`src/rtl/box_filter_h.sv`:
```
// Horizontal moving-average (box) filter over N = 1<<WIN_LOG2 pixels, per-channel or gray.
// Optional round-half-up arithmetic when BOX_FILTER_ROUND_EN is defined.
module box_filter_h #(
    parameter int DW       = 8,
    parameter int WIN_LOG2 = 2
) (
    input  logic            clk,
    input  logic            rst,
    input  logic            hsync,
    input  logic            vsync,
    input  logic            en,
    input  logic            mode,
    input  logic [3*DW-1:0] in_data,
    output logic            o_hsync,
    output logic            o_vsync,
    output logic            o_en,
    output logic [3*DW-1:0] out_data
);

    localparam int N = 1 << WIN_LOG2;
`ifdef BOX_FILTER_ROUND_EN
    localparam int AW = DW + WIN_LOG2 + 1;
    localparam logic [DW+1:0] G_BIAS = (DW+2)'(2);
    localparam logic [AW-1:0] R_BIAS = AW'(N >> 1);
`else
    localparam int AW = DW + WIN_LOG2;
    localparam logic [DW+1:0] G_BIAS = '0;
    localparam logic [AW-1:0] R_BIAS = '0;
`endif

    // Stage 1: input register, run-start detect, mode latch
    logic [3*DW-1:0] s1_data;
    logic            s1_en, s1_start, s1_hs, s1_vs;
    logic            run_mode;

    always_ff @(posedge clk) begin
        if (rst) begin
            s1_data  <= '0;
            s1_en    <= 1'b0;
            s1_start <= 1'b0;
            s1_hs    <= 1'b0;
            s1_vs    <= 1'b0;
            run_mode <= 1'b0;
        end else begin
            s1_data  <= in_data;
            s1_en    <= en;
            s1_start <= en & ~s1_en;
            s1_hs    <= hsync;
            s1_vs    <= vsync;
            if (en && !s1_en)
                run_mode <= mode;
        end
    end

    // Stage 2: lane sample selection, tap window and running sums
    logic [DW+1:0] g_sum;
    logic [DW-1:0] lane_in [3];

    always_comb begin
        g_sum = {2'b00, s1_data[3*DW-1 -: DW]}
              + {1'b0, s1_data[2*DW-1 -: DW], 1'b0}
              + {2'b00, s1_data[DW-1 -: DW]}
              + G_BIAS;
        for (int l = 0; l < 3; l++)
            lane_in[l] = run_mode ? g_sum[DW+1:2] : s1_data[l*DW +: DW];
    end

    logic [DW-1:0] taps [3][N];
    logic [AW-1:0] acc  [3];
    logic          s2_en, s2_hs, s2_vs;

    always_ff @(posedge clk) begin
        if (rst) begin
            s2_en <= 1'b0;
            s2_hs <= 1'b0;
            s2_vs <= 1'b0;
            for (int l = 0; l < 3; l++) begin
                acc[l] <= '0;
                for (int k = 0; k < N; k++)
                    taps[l][k] <= '0;
            end
        end else begin
            s2_en <= s1_en;
            s2_hs <= s1_hs;
            s2_vs <= s1_vs;
            if (s1_en) begin
                for (int l = 0; l < 3; l++) begin
                    if (s1_start) begin
                        // Edge replication: the window starts full of the first sample
                        for (int k = 0; k < N; k++)
                            taps[l][k] <= lane_in[l];
                        acc[l] <= AW'(lane_in[l]) << WIN_LOG2;
                    end else begin
                        taps[l][0] <= lane_in[l];
                        for (int k = 1; k < N; k++)
                            taps[l][k] <= taps[l][k-1];
                        acc[l] <= acc[l] + AW'(lane_in[l]) - AW'(taps[l][N-1]);
                    end
                end
            end
        end
    end

    // Stage 3: divide by N and register outputs
    logic [AW-1:0]   rnd [3];
    logic [3*DW-1:0] avg_px;

    always_comb begin
        avg_px = '0;
        for (int l = 0; l < 3; l++) begin
            rnd[l] = acc[l] + R_BIAS;
            avg_px[l*DW +: DW] = rnd[l][WIN_LOG2 +: DW];
        end
    end

    always_ff @(posedge clk) begin
        if (rst) begin
            o_en     <= 1'b0;
            o_hsync  <= 1'b0;
            o_vsync  <= 1'b0;
            out_data <= '0;
        end else begin
            o_en     <= s2_en;
            o_hsync  <= s2_hs;
            o_vsync  <= s2_vs;
            out_data <= s2_en ? avg_px : '0;
        end
    end

endmodule

```
`config.mk`:
```
export PLATFORM = sky130hd
export DESIGN_NAME = box_filter_h
export DESIGN_NICKNAME = d
export VERILOG_FILES = /design/src/rtl/box_filter_h.sv
export SDC_FILE = /design/constraint.sdc
export NUM_CORES = 1
export LEC_CHECK = 0
export BUFFER_PORTS_ARGS = -buffer_cell sky130_fd_sc_hd__buf_2
export CAP_MARGIN = 20
export CELL_PAD_IN_SITES_DETAIL_PLACEMENT = 1
export CELL_PAD_IN_SITES_GLOBAL_PLACEMENT = 2
export CORE_UTILIZATION = 43
export CTS_CLUSTER_DIAMETER = 40
export DETAILED_ROUTE_END_ITERATION = 10
export PLACE_DENSITY_LB_ADDON = 0.1
export SLEW_MARGIN = 20
export SYNTH_ARGS = -nofsm -noshare
export SYNTH_HDL_FRONTEND = slang
export SYNTH_SLANG_ARGS = --single-unit
```
`constraint.sdc`:
```
create_clock -name clk -period 11.2 [get_ports clk]
set_input_delay 0.56 -clock clk [delete_from_list [all_inputs] [get_ports clk]]
set_output_delay 0.56 -clock clk [all_outputs]
set_load 0.05 [all_outputs]
```
# [After elaboration in Yosys (flattened, before gate mapping)]
# Memories as Yosys holds them, arrays and structs flattened.
# Index checks and enable logic that the tools add are counted.
[totals] latch_bits=0 n_memories=2 out_inout_bits=27 mem_bits_ro=0 ram_bits=126 reg_bits=59
[op_classes] addsub=8 n_div=0 multipliers=0 bitwise=33 mux=43 order_cmp=0 n_reduce_logical=3 n_shift=0 n_eq_ne=0
[memory_table] memory="taps" words=3 word_bits=32 rd=3 rd_ports_with_merged_regs=0 write_ports=3 line_no="68" source="logic [DW-1:0] taps [3][N];"
[memory_table] memory="acc" words=3 word_bits=10 rd=3 rd_ports_with_merged_regs=0 write_ports=3 line_no="69" source="logic [AW-1:0] acc [3];"
[op_table] op="8-bit 2-to-1 mux" count=27
[op_table] op="10-bit 2-to-1 mux" count=6
[op_table] op="10-bit by 8-bit adder with 10-bit output" count=4
[op_table] op="1-bit bitwise OR" count=30
[op_table] op="10-bit by 8-bit subtractor with 10-bit output" count=3
[op_table] op="8-bit by 9-bit adder with 10-bit output" count=1
[op_table] op="1-bit 2-to-1 mux" count=10
[op_table] op="1-bit NOT" count=2
[op_table] op="2-bit OR reduction" count=1
[op_table] op="1-bit AND" count=1
[op_table] op="1-bit logical AND" count=1
[op_table] op="1-bit zero test" count=1

# [Longest topological paths before layout]
[logic_depth] ltp_word=6 depth_mapped=19 depth_no_buf=19

# [Worst setup path after synthesis]
# Ideal clock, no wire load.
[synth_path] kind="register -> register" from="register s1_data[1]" to="memory acc[1][9] (netlist bit) (data pin)" path_buffers=0 synth_period_minus_slack_ps=4347 slack_ps=6853 required_ps=10941 stages_incl_launch_ff=18 arrival_time_ps=4088 cell_sequence="dfxtp_1 > inv_1 > fa_1 > nor2_1 > fa_1 > a21o_1 > a21oi_1 > xnor2_1 > mux2i_1 > fa_1 > inv_1 > ha_1 > o21ai_1 > o21bai_1 > a21oi_1 > or3b_2 > mux2i_1 > a211o_1"
[synth_rtl] item="start, declared" line_no="32" source="logic [3*DW-1:0] s1_data;"
[synth_rtl] item="start signal, assigned" line_no="45" source="s1_data <= in_data;"
[synth_rtl] item="end, declared" line_no="69"

==> run metrics <==
Core ar. around 20,000 sq um; Resize count post-CTS 0; Hold Buf Count CTS 0; Setup Viol. Count Final 0; grt met3 use between 2 and 3%; Worst IR Drop VDD between 0.0001 and 0.00015 V; status finished clean; FILL cells 2,202; Max Cap Viol 0; Synth async-reset ratio 0%; grt peak-use layer met2; row cnt 52; Initial Util 44.4%; flip-flop and latch area about 5000 sq um; CTS tree built; Die Area roughly 22,000 sq um; Post-Route WL slightly below 20,000 um; drt first-iter violations 282; synth top area cells edfxtp_1, dfxtp_1, a21o_1; Die Wd approximately 150 um; cell taking the most area after synthesis edfxtp_1; Slew @ Worst Pin between 1000 and 1500 ps; Overall Global Routing Usage 19.1%; H-tree depth 4; crit-path most repeated cell fa_1; DRC 0; dpl hpwl 13,400 um; area occupied by multi-input gates 3720 sq um; Slew HR 32.4%; Hold WS 331 ps; Clk Tree Root Cell clkbuf_16; met2 Use GR between 30% and 40%; worst path required time between 10,000 and 15,000 ps; WS Path Type flip-flop to flip-flop; Post-synth EDFFs 126; TritonCTS Buffers 17; Clock Latency Late Sink 440 ps; Seq/Total Area, Yosys between 50% and 60%; drt wl/cell roughly 18 um; period utilisation layout a little over two fifths; setup TNS 0 ps; Crit path max-delay family adder cells; Yosys reg bits 185; final slew viol count 0; Crit Path Max Fanout 4; Netlist Area Pre-Place between 9000 and 10,000 sq um; Post-CTS Setup Bufs 0; Synth Area per Inst about 12 sq um; clock tree buffer depth 2; share of layout cells above drive strength 1 roughly 14%; via count roughly 5,700; global-route met1 utilization around a quarter; worst clock skew 9.82 ps; HP Class primary input to flip-flop; ys flop type edfxtp_1; initial antenna violation count 0; slowest stage cell, crit path fa_1; Detail Route Antenna Nets 0; Die Ht about 150 um; Vias/cell between 5 and 6; YS warnings 0; crit path launch type flip-flop; Synth Net Count 860; Netlist cell types between 40 and 50; Cells after Synth between 700 and 800; CTS Sinks roughly 190; post-layout min period ~4700 ps; fin nets about 920; CP Buf/Inv Count 2; vias in the first global route slightly above 6,000; area growth from synthesis to layout 12.7%; I/O Buffers 56; largest net degree at the start of global routing between 70 and 80; Yosys top cell area share 41.8%; Pleak a little under 5 nW; global-route wire length before repair between 30,000 and 40,000 um; maximum clock rate between 0.2 and 0.25 GHz; routability congestion estimate 0.780; Pwr per Cell Area between 150 and 200 nW/um^2; Fin. Hold Viols 0; RSZ-0062 raised after global routing no; CP arrival 4940 ps; Worst-path clk slew about 70 ps; drt pass-1 iters 4; ANT cells 0; worst-path cell chain inv_1, fa_1, nor2_1, fa_1, a21o_1, a21oi_1, xnor2_1, mux2i_1, fa_1, inv_1, ha_1, o21ai_1, o21bai_1, a21oi_1, or3b_2, mux2i_1, a211o_1; Worst path max stage delay around 580 ps; total grt overflow 0; Worst Setup End Kind flip-flop; # IOs 57
## cell type report
| cell class | instances | share of cell area [%] |
|---|---|---|
| inverters | 75 | 2.76 |
| well taps | 270 | 3.31 |
| multi-input cells | 476 | 36.5 |
| clock inverters | 14 | 1.52 |
| repair buffers | 61 | 3.11 |
| flip-flops and latches | 185 | 48.6 |
| clock buffers | 18 | 4.20 |
## cells in the final DEF (no fill, tap or decap), types with 2 or more instances in the layout
cell         n
fa_1        32
nor2_1      60
nand2_1     28
clkinv_4     5
nand2b_1     7
o21ai_0     21
o21bai_1     5
a21oi_4      3
a211oi_2     2
inv_8        5
and2_1      30
o21ai_1      4
xor2_1      11
a21oi_1     20
buf_2       56
inv_1       75
buf_4        5
dfxtp_1     59
a21o_1      86
o211ai_1     3
mux2i_1      7
nand3_1      4
mux2_2       2
a31oi_1      3
xnor2_1     15
inv_6        2
ha_1        37
clkbuf_16   17
o22ai_1     14
or2_2        5
nor3_2       5
edfxtp_1   126
o41ai_1      3
a211oi_1     6
o21a_1       4
nor2b_1     38
nor3_1       4
## per-stage QoR
step           cells  power (W)  worst slack [ps]  instance area, sq um  utilization, %
4_1_cts         1099    0.00181              6450                 10200            50.0
3_5_place_dp    1067    0.00120              6510                  9630            47.1
6_report        1099    0.00179              6450                 10200            50.0
5_1_grt         1099    0.00188              6180                 10200            50.0
3_3_place_gp    1067    0.00118              6600                  9620            47.1
2_1_floorplan    761    0.00110              6850                  9060               -
## synthesized netlist by cell type (all sizes together) (3+ instances only)
library cell,instances
ha,37
mux2i,8
o21ai,25
or2,6
nand2,29
and2,30
o41ai,3
o21a,4
mux2,3
clkbuf,15
o211ai,3
nor2,61
inv,75
nor3,9
a21o,86
nand2b,7
buf,10
fa,32
edfxtp,126
o22ai,14
dfxtp,59
xor2,11
a21oi,24
a211oi,8
a31oi,4
xnor2,15
o21bai,5
nand3,4
nor2b,39
## logic make-up after synthesis
kind of cell | count (synthesis) | share of synthesized area [%]
XOR/XNOR | 26 | 2.51
AO/OA/AOI/OAI | 180 | 14.0
multiplexers | 11 | 1.34
adder cells (fa/ha/maj) | 69 | 12.2
buffers and inverters | 100 | 4.29
flip-flops | 185 | 54.8
AND/OR/NAND/NOR | 190 | 10.9
## state kept, by name, indices dropped and copies added, names as in the netlist
signal,count
acc,30
o_en,1
o_hsync,1
o_vsync,1
out_data,24
run_mode,1
s1_data,24
s1_en,1
s1_hs,1
s1_start,1
s1_vs,1
s2_en,1
s2_hs,1
s2_vs,1
taps,96
## path summary, 6_finish.rpt
kind,startpoint,end,slack [ps],depth (start not counted)
max,s1_data[1]$_SDFF_PP0_,acc[1][9]$_SDFFCE_PP0P_,6450,17
min,hsync,s1_hs$_SDFF_PP0_,330,2
max reg2reg,s1_data[1]$_SDFF_PP0_,acc[1][9]$_SDFFCE_PP0P_,6450,17
min reg2reg,s1_hs$_SDFF_PP0_,s2_hs$_SDFF_PP0_,460,1
## where the power goes
group / switching [W] / internal [W]
combinational: 0.000224 / 0.000163
clock: 0.000286 / 0.000317
sequential: 0.0000206 / 0.000775
## metal layers
layer,routed length (um),vias up
li1,-,2744
met1,9290,2808
met2,9210,76
met3,415,24
met4,331,0
met5,0,-
No activity file was read; power rests on OpenSTA's default activity.
